`src/rtl/arb_defs.sv`:
```
// arb_defs: shared constants, state encoding and rotating priority search for the round-robin arbiter
package arb_defs;
  localparam int N_REQ = 32;
  localparam int IDX_W = 5;
  typedef enum logic {IDLE = 1'b0, GRANT = 1'b1} state_t;
  function automatic logic [IDX_W-1:0] rr_pick(input logic [N_REQ-1:0] req, input logic [IDX_W-1:0] ptr);
    logic [IDX_W-1:0] win;
    logic [IDX_W-1:0] k;
    win = ptr;
    for (int i = N_REQ - 1; i >= 0; i--) begin
      k = ptr + IDX_W'(i);
      if (req[k]) win = k;
    end
    return win;
  endfunction
endpackage

```
`src/rtl/round_robin_arbiter32_grant_decoder.sv`:
```
// grant_decoder: 5-to-32 one-hot decode of idx, all zero when en is low (ports: idx, en -> onehot)
module grant_decoder
  import arb_defs::*;
(
  input  logic [IDX_W-1:0] idx,
  input  logic             en,
  output logic [N_REQ-1:0] onehot
);
  assign onehot = en ? N_REQ'(1) << idx : '0;
endmodule

```
`src/rtl/round_robin_arbiter32.sv`:
```
// round_robin_arbiter32: 32-way round-robin arbiter with hold limit (ports: clk, rst, enable, req, done -> grant_valid, grant_idx, grant_onehot, timeout)
module round_robin_arbiter32
  import arb_defs::*;
#(
  parameter int MAX_HOLD = 16
) (
  input  logic             clk,
  input  logic             rst,
  input  logic             enable,
  input  logic [N_REQ-1:0] req,
  input  logic             done,
  output logic             grant_valid,
  output logic [IDX_W-1:0] grant_idx,
  output logic [N_REQ-1:0] grant_onehot,
  output logic             timeout
);
  state_t           state, state_n;
  logic [IDX_W-1:0] ptr, ptr_n, idx_n;
  logic [7:0]       cnt, cnt_n;
  logic             timeout_n;
  logic             last;
  assign last = cnt == 8'(MAX_HOLD - 1);
  always_comb begin
    state_n   = state;
    ptr_n     = ptr;
    cnt_n     = cnt;
    idx_n     = grant_idx;
    timeout_n = 1'b0;
    if (state == IDLE) begin
      if (enable && |req) begin
        state_n = GRANT;
        idx_n   = rr_pick(req, ptr);
        cnt_n   = '0;
      end
    end else if (done || !req[grant_idx] || last) begin
      state_n   = IDLE;
      ptr_n     = grant_idx + 1'b1;
      timeout_n = !done && req[grant_idx];
    end else begin
      cnt_n = cnt + 1'b1;
    end
  end
  always_ff @(posedge clk) begin
    if (rst) begin
      state     <= IDLE;
      ptr       <= '0;
      cnt       <= '0;
      grant_idx <= '0;
      timeout   <= 1'b0;
    end else begin
      state     <= state_n;
      ptr       <= ptr_n;
      cnt       <= cnt_n;
      grant_idx <= idx_n;
      timeout   <= timeout_n;
    end
  end
  assign grant_valid = state == GRANT;
  grant_decoder u_dec (
    .idx   (grant_idx),
    .en    (grant_valid),
    .onehot(grant_onehot)
  );
endmodule
```
`config.mk`:
```
export PLATFORM = sky130hd
export DESIGN_NAME = round_robin_arbiter32
export DESIGN_NICKNAME = d
export VERILOG_FILES = /design/src/rtl/arb_defs.sv /design/src/rtl/round_robin_arbiter32_grant_decoder.sv /design/src/rtl/round_robin_arbiter32.sv
export SDC_FILE = /design/constraint.sdc
export NUM_CORES = 1
export LEC_CHECK = 0
export CELL_PAD_IN_SITES_DETAIL_PLACEMENT = 0
export CELL_PAD_IN_SITES_GLOBAL_PLACEMENT = 1
export CORE_ASPECT_RATIO = 0.7
export CORE_UTILIZATION = 45
export DETAILED_ROUTE_END_ITERATION = 7
export PLACE_DENSITY = 0.9
export SKIP_CTS_REPAIR_TIMING = 1
export SYNTH_ARGS = -nofsm -noshare
export SYNTH_HDL_FRONTEND = slang
export SYNTH_SLANG_ARGS = --single-unit
export TNS_END_PERCENT = 1
```
`constraint.sdc`:
```
create_clock -name clk -period 6.5 [get_ports clk]
set_input_delay 1.95 -clock clk [delete_from_list [all_inputs] [get_ports clk]]
set_output_delay 1.95 -clock clk [all_outputs]
set_load 0.02 [all_outputs]
```
==> Yosys cells after proc, flatten, opt, wreduce, memory -nomap -nowiden <==
Cells that the tools add are included.
{ "op_classes": {"add_sub_neg": 33, "mul": 0, "div_mod_pow": 0, "n_lt_le_gt_ge": 33, "eq_ne": 2, "shifts": 1, "mux": 105, "bitwise_logic": 2, "reduce_logical": 12} }
{ "op_table": {"columns": ["cell", "n"], "rows": [
  ["less-than comparator 5 x 6 -> 1 bit, second input constant", 33],
  ["binary-select mux 1 bit (select 5 bit)", 33],
  ["two-way mux 5 bit", 32],
  ["adder 5 bit, second input constant", 16],
  ["adder 5 x 4 -> 5 bit, second input constant", 8],
  ["two-way mux 1 bit", 36],
  ["two-way mux 32 bit", 1],
  ["OR reduction 32 bit", 1],
  ["left shift 1 x 5 -> 32 bit, first input constant", 1],
  ["two-way mux 8 bit", 3],
  ["adder 5 x 3 -> 5 bit, second input constant", 4],
  ["adder 5 x 1 -> 5 bit, second input constant", 2],
  ["adder 5 x 2 -> 5 bit, second input constant", 2],
  ["adder 8 x 1 -> 8 bit, second input constant", 1],
  ["equality test 8 x 4 -> 1 bit, second input constant", 1],
  ["AND reduction 2 bit", 3],
  ["OR reduction 3 bit", 1],
  ["logical AND 1 bit", 2],
  ["logical NOT 1 bit", 2],
  ["logical OR 1 bit", 2],
  ["!= test 2 bit, second input constant", 1],
  ["NOT 1 bit", 2],
  ["nonzero test 2 bit", 1]
]} }
{ "word_totals": {"reg_bits": 20, "latch_bits": 0, "mem_bits_rw": 0, "rom_bits": 0, "inputBits": 36, "out_inout_bits": 39, "word_cells": 193, "mem_count": 0} }

==> Logic depth before layout (Yosys ltp) <==
{ "depth": {"depth_word": 35, "depth_mapped": 18, "mapped_depth_nobuf": 12} }

==> By module <==
Synthesis repeated with hierarchy kept, for this count alone.
{ "hier_totals": {"cells_unflattened": 850, "hier_area_um2": 7294.5} }
{ "by_module_without_submodules": {"columns": ["module", "n_inst", "cells_each", "area_per_inst_um2", "seq_area_each_um2"], "rows": [
  ["round_robin_arbiter32", 1, 803, 7060.5, 400.4],
  ["grant_decoder", 1, 47, 234.0, 0.0]
]} }

==> Least setup slack after synthesis <==
No wires, ideal clock.
{ "synth_path": {"kind": "input-to-reg", "from": "input req[24]", "to": "register grant_idx[3]", "setup_time_ns": 0.116, "arrival_ns": 4.556, "required_ns": 6.384, "setup_slack_ns": 1.829, "stages": 9, "path_cell_list": "clkbuf_1 mux4_2 mux4_2 mux2i_1 nand4_1 a211o_1 a2111oi_0 o211ai_1 and3_1"} }
{ "synth_via": {"elab_chain_len": 34, "elab_cells_between_ends": 99, "cone_classes": "mux: 96; reduce/logical: 3"} }
{ "synth_lines": {"columns": ["element", "line_no", "text"], "rows": [
  ["start, declared", "round_robin_arbiter32.sv:10", "input logic [N_REQ-1:0] req,"],
  ["binary-select mux 1 bit (select 5 bit)", "arb_defs.sv:12", "if (req[k]) win = k;"],
  ["two-way mux 1 bit (implied by the code)", "arb_defs.sv:12", null],
  ["two-way mux 5 bit (32 in a row)", "arb_defs.sv:12", null],
  ["end signal, assigned", "round_robin_arbiter32.sv:54", "grant_idx <= idx_n;"],
  ["end, declared", "round_robin_arbiter32.sv:13", "output logic [IDX_W-1:0] grant_idx,"]
]} }
Several ways; a longest one is shown, not always the timed one. The select of a mux whose other input is x is not followed.
A chain may end at the register's enable or synchronous reset.

==> Worst setup path after layout <==
{ "layout_path": {"from": "input req[21]", "to": "register grant_idx[3]"} }
Same word-level chain as after synthesis.

==> summary.txt <==
final cycle utilization of the critical path -> 87.12%
pin count of the biggest net entering global routing -> 52
worst reg-to-reg path cell count -> 11
crit-path max FO -> 7
Data arrival, critical path -> 5.82 ns
gr usage total -> 34.50%
final setup violation count -> 0
utilization after layout -> 53.23%
row count -> 38
end of the worst register-to-register path -> grant_idx[3]
worst reg2reg path startpoint -> ptr[0]
cell area power density -> 257.5 mW/mm²
flop and latch count out of synthesis -> 20
crit-path max cell delay -> 0.78 ns
Ys Warns -> 0
number of nets with antenna violations after routing -> 0
DRT Pass-1 Iters -> 5
nets -> 998
routed vias/inst -> 7.041
depth of the critical timing path with buffers and inverters included -> 10
Maximum Capacitance Violations -> 0
RSZ-0062 raised after global routing -> false
Clock Tree Root -> clkbuf_16
Clock Path Buffers -> 2
result of the run -> complete, no violations
Die Wd -> 155.8 µm
kind of launch point of the worst setup path -> input port
Top Family by Delay on Critical Path -> compound AO/OA/AOI/OAI gates
nets in the synthesized netlist -> 958
number of top-level design ports -> 75
most instantiated flip-flop cell in the synthesis netlist -> dfxtp_1
first-pass GRT wire length -> 43,900 µm
setup_tns -> 0 ns
antenna violations before repair -> 1
Reg clk slew, reported paths -> 0.06 ns
Async S/R FF share, synth -> 0%
Period minus WS final -> 5.662 ns
routed wire length -> 29,760 µm
DRC violation total after the first TritonRoute iteration -> 1,275
Achievable Freq -> 0.1766 GHz
number of levels the H-tree was split into -> 1
worst-path cell with the longest stage delay -> nor3_1
FF-to-FF setup slack -> 1.64 ns
static leakage -> 2.900 nW
hold path startpoint -> cnt[7]
hold path endpoint -> cnt[7]
number of global-route vias before repair -> 7,114
maximum vdd drop -> 0.1177 mV
Clock Latency Late Sink -> 0.26 ns
final hold violation count -> 0
starting density of the core -> 47.05%
DRC errors left -> 0
CTS Sinks -> 20
Final GP Congestion -> 1.049
HPWL after detailed placement -> 22,530 µm
Worst EP required -> 6.66 ns
core region area -> 0.01583 mm²
post-synthesis average cell area -> 8.259 µm²
maximum clock skew at final layout -> 0.004083 ns
worst-path cell chain -> clkdlybuf4s50_1, mux4_1, a22oi_1, o31ai_1, nor3_1, o22ai_1, a211o_1, a2111oi_0, o211ai_1, and3_1
number of cells traversed by the worst hold path -> 2
Post-synth EDFFs -> 0
DIE AREA -> 0.01708 mm²
kind of capture point of the worst setup path -> flip-flop
leading cell types in the layout, fill and taps excluded -> 106 x nor2_1, 101 x nand2_1, 89 x mux4_2
clock tree from TritonCTS -> built
Area Overhead vs Synth -> 13.13%
sequential fraction of the synthesis area -> 5.375%
grt ovf -> 0
count of pins over their slew limit -> 0
die boundary height -> 109.7 µm
most common cell after layout, fill and taps aside -> nor2_1
Worst Path Class, Setup -> input port to flip-flop
Least-Margin Pin Slew -> 1.282 ns
mapped cell area -> 0.007450 mm²
share of post-route cells with drive strength above 1 -> 16.90%
class of the worst hold path -> flip-flop to flip-flop
overall via count from detail_route -> 8,182
number of distinct library cell variants in the gate-level netlist after synthesis -> 81
average wire per standard cell -> 25.61 µm
buffering stage count on the worst path with inverters included -> 1
Synth Instances -> 902
PortBufs -> 74
number of buffers created by CTS -> 3
max-slew headroom at the worst pin -> 14.22%
area by class of cell:
| class | count | area [µm²] |
|---|---|---|
| fill | 1489 | 7405 |
| multi-input combinational | 793 | 6630 |
| timing repair buffer | 100 | 935.9 |
| sequential | 20 | 405.4 |
| tap | 220 | 275.3 |
| inverter | 24 | 90.09 |
| clock buffer | 4 | 88.84 |
| antenna | 1 | 2.502 |
power by group:
group          switching, mW  internal, mW  leakage [nW]
Sequential            0.0302         0.132         0.164
Combinational           1.15         0.712          2.69
Clock                 0.0510        0.0940        0.0442
Total                   1.23         0.939          2.90
cell usage after synthesis (4+ instances only):
cell / number / area (µm²)
ha_1: 20 / 250.2
o31ai_1: 7 / 52.55
nand3_1: 31 / 155.2
o2111ai_1: 7 / 61.31
o211ai_1: 12 / 90.09
a311oi_1: 4 / 35.03
a211oi_1: 14 / 105.1
o21ai_0: 35 / 175.2
clkbuf_1: 36 / 135.1
nand2b_1: 16 / 100.1
and3_1: 9 / 56.30
buf_1: 10 / 37.54
nor3_1: 18 / 90.09
mux4_2: 89 / 2004
or3_1: 6 / 37.54
o22ai_1: 16 / 100.1
nor2b_1: 15 / 93.84
o211a_1: 4 / 40.04
o21ai_1: 11 / 55.05
mux2_2: 15 / 168.9
and2_1: 9 / 56.30
a21o_1: 6 / 45.04
nor2_1: 106 / 397.9
dfxtp_1: 20 / 400.4
nand4_1: 14 / 87.58
inv_1: 20 / 75.07
buf_6: 7 / 78.83
a21oi_1: 34 / 170.2
xor2_1: 7 / 61.31
mux2i_1: 53 / 530.5
a32oi_1: 5 / 43.79
buf_2: 10 / 50.05
a31oi_1: 14 / 87.58
nand2_1: 101 / 379.1
o311a_1: 4 / 40.04
o21a_1: 8 / 60.06
nor4_1: 12 / 75.07
xnor2_1: 27 / 236.5
inv_2: 4 / 15.01
worst max path at each step:
stage | end | slack, ns | startpoint
2_1_floorplan | grant_idx[3] | 1.83 | req[24]
3_3_place_gp | grant_idx[3] | 0.78 | req[21]
3_5_place_dp | grant_idx[3] | 0.78 | req[21]
4_1_cts | grant_idx[3] | 1.03 | req[21]
5_1_grt | grant_idx[3] | 0.73 | req[21]
6_report | grant_idx[3] | 0.84 | req[21]
state kept, by name, indices dropped and copies added (netlist names):
name	count
cnt	8
timeout	1
ptr	5
grant_idx	5
grant_valid	1
metal layers:
| layer | part of all wire, % | vias to the layer above | wire, µm | GRT usage [%] |
|---|---|---|---|---|
| met5 | 0.19 | - | 58 | 2.679 |
| met4 | 2.2 | 2 | 659 | 8.964 |
| met3 | 16 | 64 | 4634 | 13.20 |
| met2 | 41 | 605 | 12090 | 49.11 |
| met1 | 41 | 3919 | 12320 | 48.19 |
| li1 | - | 3592 | - | - |
cells by family after synthesis:
| logic type | Yosys count | share of synthesized area [%] |
|---|---|---|
| adder cells (fa/ha/maj) | 20 | 3.359 |
| AND/OR/NAND/NOR | 350 | 21.88 |
| multiplexers | 164 | 38.09 |
| AO/OA/AOI/OAI | 222 | 21.01 |
| flip-flops | 20 | 5.374 |
| buffers and inverters | 89 | 5.627 |
| XOR/XNOR | 37 | 4.652 |
per-stage QoR:
stage | power, mW | hold WS (ns) | setup WS [ns] | area [µm²] | std cells
CTS | 2.085 | 0.5102 | 1.032 | 8426 | 1161
global route | 2.267 | 0.5246 | 0.7302 | 8426 | 1161
floorplan | 1.422 | 0.4713 | 1.829 | 7450 | 902
global placement | 1.941 | 0.4923 | 0.7752 | 8337 | 1157
detailed placement | 1.934 | 0.4930 | 0.7821 | 8337 | 1157
finish | 2.170 | 0.5113 | 0.8375 | 8428 | 1162
worst reg2reg max path, delay by kind of cell, from the launching register on:
family	cells	cell delay (ns)
buffers and inverters	1	0.59
and+or+nand+nor	2	0.32
DFF	1	0.33
muxes	2	0.93
adders and majority gates	1	0.76
AOI/OAI and AO/OA	4	1.26
xor gates and xnor gates	1	0.58
(Power assumes the default switching activity.)
